File: config.mk
export PLATFORM = sky130hd
export DESIGN_NAME = if_fetch_unit
export DESIGN_NICKNAME = d
export VERILOG_FILES = /design/src/rtl/if_pkg.sv /design/src/rtl/if_fetch_unit.sv
export SDC_FILE = /design/constraint.sdc
export NUM_CORES = 1
export LEC_CHECK = 0
export BUFFER_PORTS_ARGS = -buffer_cell sky130_fd_sc_hd__buf_2
export CORE_ASPECT_RATIO = 0.7
export CORE_MARGIN = 2
export CORE_UTILIZATION = 45
export CTS_CLUSTER_DIAMETER = 40
export DETAILED_ROUTE_END_ITERATION = 7
export PLACE_DENSITY = 0.87
export SYNTH_ARGS = -nofsm -noshare
export SYNTH_HDL_FRONTEND = slang
export SYNTH_SLANG_ARGS = --single-unit
File: constraint.sdc
create_clock -name clk -period 2.6 [get_ports clk]
set_clock_uncertainty 0.2 [all_clocks]
set_input_delay 0.13 -clock clk [delete_from_list [all_inputs] [get_ports clk]]
set_output_delay 0.13 -clock clk [all_outputs]
set_load 0.05 [all_outputs]
File: src/rtl/if_pkg.sv
// Shared types and constants for the instruction fetch unit.
package if_pkg;

    localparam int XLEN    = 32;
    localparam int PC_STEP = 4;

    typedef enum logic [1:0] {
        S_IDLE = 2'd0,
        S_REQ  = 2'd1,
        S_WAIT = 2'd2,
        S_DROP = 2'd3
    } fetch_state_t;

endpackage

File: src/rtl/if_fetch_unit.sv
// Instruction fetch unit: one outstanding imem request, redirect handling,
// and a combinational response hand-off to the IF/ID register.
module if_fetch_unit
    import if_pkg::*;
#(
    parameter logic [31:0] RESET_PC = 32'h0000_0000
) (
    input  logic            clk,
    input  logic            reset_n,
    input  logic            stall,
    input  logic            if_id_valid,
    input  logic            redirect_valid,
    input  logic [XLEN-1:0] redirect_pc,
    output logic            imem_req_valid,
    input  logic            imem_req_ready,
    output logic [XLEN-1:0] imem_req_addr,
    input  logic            imem_resp_valid,
    output logic            imem_resp_ready,
    input  logic [XLEN-1:0] imem_resp_data,
    output logic            imem_resp_fire,
    output logic [XLEN-1:0] pc_current
);

    fetch_state_t    r_state;
    fetch_state_t    w_nextState;
    logic [XLEN-1:0] r_pc;
    logic [XLEN-1:0] w_nextPc;
    logic [XLEN-1:0] w_redirectPc;
    logic            w_accept;
    logic            w_unusedData;

    assign w_accept     = !if_id_valid || (if_id_valid && !stall);
    assign w_redirectPc = {redirect_pc[XLEN-1:2], 2'b00};
    assign w_unusedData = ^imem_resp_data;

    assign imem_req_addr = r_pc;
    assign pc_current    = r_pc;

    always_ff @(posedge clk) begin
        if (!reset_n) begin
            r_state <= S_IDLE;
            r_pc    <= RESET_PC;
        end else begin
            r_state <= w_nextState;
            r_pc    <= w_nextPc;
        end
    end

    // Outputs are forced low while reset is held, even before the state register clears.
    always_comb begin
        w_nextState     = r_state;
        w_nextPc        = r_pc;
        imem_req_valid  = 1'b0;
        imem_resp_ready = 1'b0;
        imem_resp_fire  = 1'b0;

        case (r_state)
            S_IDLE: begin
                w_nextState = S_REQ;
            end

            S_REQ: begin
                imem_req_valid = reset_n && !redirect_valid;
                if (redirect_valid) begin
                    w_nextPc = w_redirectPc;
                end else if (imem_req_ready) begin
                    w_nextState = S_WAIT;
                end
            end

            S_WAIT: begin
                imem_resp_ready = reset_n && (redirect_valid || w_accept);
                imem_resp_fire  = reset_n && imem_resp_valid && w_accept && !redirect_valid;
                if (redirect_valid) begin
                    w_nextPc    = w_redirectPc;
                    w_nextState = imem_resp_valid ? S_REQ : S_DROP;
                end else if (imem_resp_valid && w_accept) begin
                    w_nextPc    = r_pc + XLEN'(PC_STEP);
                    w_nextState = S_REQ;
                end
            end

            S_DROP: begin
                imem_resp_ready = reset_n;
                if (redirect_valid) begin
                    w_nextPc = w_redirectPc;
                end
                // The stale response is consumed here, so it must win over a concurrent redirect.
                if (imem_resp_valid) begin
                    w_nextState = S_REQ;
                end
            end

            default: begin
                w_nextState = S_IDLE;
            end
        endcase
    end

endmodule

# After elaboration in Yosys (flattened, before gate mapping)
# Cells that the tools add are included.
# Widths: inputs -> output; s select.
dict set report totals {
  ff_bits 34
  inputBits 71
  wordCells 42
  out_inout_bits 67
}
dict set report classes {
  n_reduce_logical 17
  n_mux 14
  n_eq_ne 8
  addsub 1
}
# operator n
set op_table {}
lappend op_table {{$mux 32} 3}
lappend op_table {{$pmux 32 s2} 1}
lappend op_table {{$add 32x3->32 const B} 1}
lappend op_table {{$mux 2} 6}
lappend op_table {{$pmux 2 s4} 1}
lappend op_table {{$logic_and 1x1->1} 7}
lappend op_table {{$ne 2x2->1 const B} 3}
lappend op_table {{$eq 2x2->1 const B} 2}
lappend op_table {{$reduce_and 4->1} 1}
lappend op_table {{$logic_not 1->1} 3}
lappend op_table {{$ne 3x3->1 const B} 1}
lappend op_table {{$reduce_and 3->1} 1}
lappend op_table {{$eq 2x1->1 const B} 1}
lappend op_table {{$logic_not 2->1} 1}
lappend op_table {{$logic_or 1x1->1} 2}
lappend op_table {{$mux 1} 2}
lappend op_table {{$ne 2x1->1 const B} 1}
lappend op_table {{$pmux 1 s2} 1}
lappend op_table {{$reduce_bool 2->1} 1}
lappend op_table {{$reduce_or 2->1} 1}

# Depth between registers and ports, before layout
dict set report depth {
  word_depth 7
  mapped_depth 9
  depth_no_buf 7
}

# Worst setup path after synthesis
# No wires, ideal clock.
dict set report synth_timing {
  path_kind {reg-to-output}
  from {reg r_state[0]}
  to {out imem_resp_fire}
  path_stages_with_launch 4
  t_required_ps 2270
  path_slack_ps 64
  n_path_buf 0
  arrival_ps 2206
  cell_sequence {dfxtp_1 > inv_1 > ha_1 > nor4b_1}
}
dict set report synth_between {
  elab_chain_cells 2
}
# item line_no
set synth_rtl {}
lappend synth_rtl {{start: declaration} if_fetch_unit.sv:24} ;# fetch_state_t r_state;
lappend synth_rtl {{start signal: assignment} if_fetch_unit.sv:44} ;# r_state <= w_nextState;
lappend synth_rtl {{$eq 2x2->1} if_fetch_unit.sv:57} ;# case (r_state)
lappend synth_rtl {{$mux 1} if_fetch_unit.sv:57}
lappend synth_rtl {{end: declaration} if_fetch_unit.sv:20} ;# output logic imem_resp_fire,
# No other way between the ends.

# Worst setup path after layout
dict set report layout_timing {
  from {reg r_state[1]}
  to {reg r_pc[18] (netlist: imem_req_addr[18])}
}
dict set report layout_between {
  elab_chain_cells 4
  elab_cells_between_ends 9
  cone_classes {eq/ne: 5; mux: 1; reduce/logical: 3}
}
# item line_no
set layout_rtl {}
lappend layout_rtl {{$eq 2x2->1 or $eq 2x1->1 (tied branches)} if_fetch_unit.sv:57}
lappend layout_rtl {{$reduce_or 2->1 (no line)} --}
lappend layout_rtl {{$ne 2x1->1 (no line) or $reduce_bool 2->1 (tied branches)} --}
lappend layout_rtl {{$reduce_and 3->1 (no line)} --}
lappend layout_rtl {{end signal: assignment} if_fetch_unit.sv:45} ;# r_pc <= w_nextPc;
lappend layout_rtl {{end: declaration} if_fetch_unit.sv:26} ;# logic [XLEN-1:0] r_pc;
# Parallel ways exist; a longest one is shown, timed or not.
# A chain may end at the register's enable or synchronous reset.

==> metrics.md <==
| Metric | Value |
|---|---|
| Outcome | `completed` |
| Hold Slack | `about 0.0041 ns` |
| Final antenna-violating net count | `0` |
| Final Power | `approximately 0.0020 W` |
| Ranking of synthesized cells by area | `dfxtp_1 26%, buf_4 10%, a21oi_1 5.3%` |
| VDD IR max | `0.3282 mV` |
| Placed cell area | `2809 sq um` |
| TritonRoute pass-1 iters | `4` |
| Post-DR vias/cell | `5.698` |
| WL per Instance | `approximately 15 um` |
| Die W | `91.92 um` |
| EDFF count, synth | `0` |
| DIE AREA | `roughly 6000 sq um` |
| Worst-margin pin slew | `0.5190 ns` |
| Initial core utilization | `0.4656` |
| Pwr/cell area | `674.7 nW/um^2` |
| Vias in the first global route | `approximately 2.3k` |
| Synth top area share | `0.2631` |
| GR Overflow Total | `0` |
| CTS Buf Count | `5` |
| Most frequent cells in the layout | `99 x buf_2, 32 x dfxtp_1, 29 x nor2_1, 25 x a21oi_1, 24 x o21ai_0` |
| I/O Buffers | `99` |
| Slew margin rel. | `0.6540` |
| Largest family of logic cells by synthesized area | `compound AO/OA/AOI/OAI gates` |
| GR Layer Usage met1 | `0.3073` |
| Initial DRC Count | `about 150` |
| CP max-delay cell | `or3_2` |
| Arr. time, crit path | `2.26 ns` |
| Async SR Flop Fraction | `0` |
| First-pass GRT wire length | `10.81 mm` |
| Fin nets | `470` |
| Startpoint type of the worst setup path | `flip-flop` |
| GR peak layer | `met2` |
| Setup TNS | `0 ns` |
| Largest net degree at the start of global routing | `58` |
| Final hold vios | `0` |
| Met3 global-route usage | `0.04128` |
| Buf/Inv on CP | `2` |
| Antenna diodes | `0` |
| Reg clk slew, reported paths | `0.07 ns` |
| Achievable Freq | `0.4342 GHz` |
| Sequential fraction of the synthesis area | `0.2631` |
| Worst Path Required | `around 2.6 ns` |
| Maximum clock path buffer count | `2` |
| Reg-to-reg slack, setup | `roughly 0.30 ns` |
| Area Growth Syn to Fin | `22.35%` |
| CP Class | `flip-flop to flip-flop` |
| GRT met2 Usage | `0.3520` |
| Post-place setup slack | `0.3008 ns` |
| Compound-gate portion of the synthesized area | `0.2713` |
| Synth Area in Simple Gates | `0.2662` |
| Yosys top cell by area | `dfxtp_1` |
| Post-synthesis share of cell area spent on full adders, half adders and majority gates | `0.02569` |
| DIE HEIGHT | `about 66 um` |
| Post-synth cell types | `51` |
| Critical Path Max Stage Delay | `0.46 ns` |
| Placer Congestion | `0.8607` |
| Clock Sinks | `32` |
| Crit. End Element | `flip-flop` |
| Core area | `5230 sq um` |
| RSZ-0062 raised after global routing | `false` |
| Multiplexer share of the synthesized area | `0.02055` |
| I/O Pins | `between 100 and 150` |
| Postcts setup bufs | `0` |
| Minimum clock period | `2.303 ns` |
| Ys Warns | `0` |
| Final worst slack | `0.2971 ns` |
| GRT Resource Usage Total | `0.2210` |
| Fin area | `a little under 3000 sq um` |
| # rows | `22` |
| Hold WC Path Type | `primary input to flip-flop` |
| Final Slew Violations | `0` |
| CP cell instances | `inv_1, ha_1, or3_2, buf_12, a21oi_1, a211oi_1, a2111oi_0` |
| Worst skew pair latency | `0.27 ns` |
| Max-Cap Viols | `0` |
| Number of gates resized after cts | `0` |
| Period utilization | `0.8857` |
| CTS tree | `yes` |
| Syn Std Cell Area | `2435 sq um` |
| Mean Syn Cell Area | `~7.6 sq um` |
| Layout cells sized above 1 | `0.3392` |
| H-tree Lvls | `2` |
| Pleak | `1.437 nW` |
| DP Wirelength | `4.691 mm` |
| DR vias | `2661` |
| XOR/XNOR Fraction of Synth Area | `0` |
| Total Wirelength | `6.787 mm` |
| Ys flop type | `dfxtp_1` |
| Root buffer cell | `clkbuf_8` |
| Post-route DRC violation count | `0` |
| Commonest non-fill, non-tap cell in the layout | `buf_2` |
| Cells after synthesis | `320` |
| Synthesized flop and latch total | `32` |
| Initial antenna violation count | `0` |
| # setup viols final | `0` |
| Critical Path Fanout Max | `57` |
| Kind of cell adding the most delay to the critical path | `compound AO/OA/AOI/OAI gates` |
-- worst min-delay path: stages --
cell and delay, ns:
buf_2 0.09, nand2_1 0.04, o41ai_1 0.05, nand2_1 0.06
a21oi_1 0.05
-- area by class of cell --
cell class / instances / area [sq um]
well taps: 72 / 90.09
inverters: 7 / 26.28
clock buffers: 8 / 90.09
repair buffers: 120 / 685.7
multi-input cells: 228 / 1446
fillers: 491 / 2251
flip-flops and latches: 32 / 640.6
-- report_power, final --
group | switching, W | total (W) | internal [W]
logic | 0.000702 | 0.000968 | 0.000266
registers | 0.0000945 | 0.000647 | 0.000553
clock network | 0.000179 | 0.000395 | 0.000216
-- logic make-up (layout without fill, tap and decap cells) --
kind of cell	Yosys count	count (layout)
simple gates	114	114
mux	5	5
flops	32	32
compound gates	100	100
buf+inv	63	135
other cells	1	4
fa+ha+maj	5	5
-- through the flow --
| step | std cells | utilization |
|---|---|---|
| after global routing | 467 | 0.5696 |
| after CTS | 467 | 0.5696 |
| after global placement | 451 | 0.5371 |
| after detailed placement | 451 | 0.5371 |
| final | 467 | 0.5696 |
| after floorplan | 323 | - |
-- sequential cells by signal (all words and copies together) (netlist names) --
| name | cells |
|---|---|
| imem_req_addr | 30 |
| r_state | 2 |
-- Yosys cell counts (4+ instances only) --
cell type	number
buf_4	34
dfxtp_1	32
nor2_1	29
a21oi_1	26
o21ai_0	24
nand2_1	16
clkbuf_1	14
and3_1	13
nand3_1	13
and2_1	10
a211oi_1	9
a31oi_1	9
inv_1	7
nand4_1	6
nor3_1	6
a31o_2	5
ha_1	5
mux2i_1	5
and4_1	4
buf_1	4
buf_2	4
o31ai_1	4
-- worst paths after layout --
kind                                         from                 to  depth (start not counted)
worst min-delay path              redirect_pc[12]  imem_req_addr[12]                          5
worst max register to register         r_state[1]  imem_req_addr[18]                          7
worst max-delay path                   r_state[1]  imem_req_addr[18]                          7
worst min register to register  imem_req_addr[13]  imem_req_addr[13]                          2
-- per-layer routing --
metal	vias up	part of all wire
li1	1297	-
met1	1214	0.45
met2	146	0.45
met3	4	0.093
met4	0	0.0053
met5	-	0
-- what timing repair did --
| item | CTS | global route |
|---|---|---|
| hold buffers | 8 | 0 |
| hold endpoints to repair | 8 | 0 |
| endpoints found under the setup margin | 0 | 0 |
(Power assumes the default switching activity.)
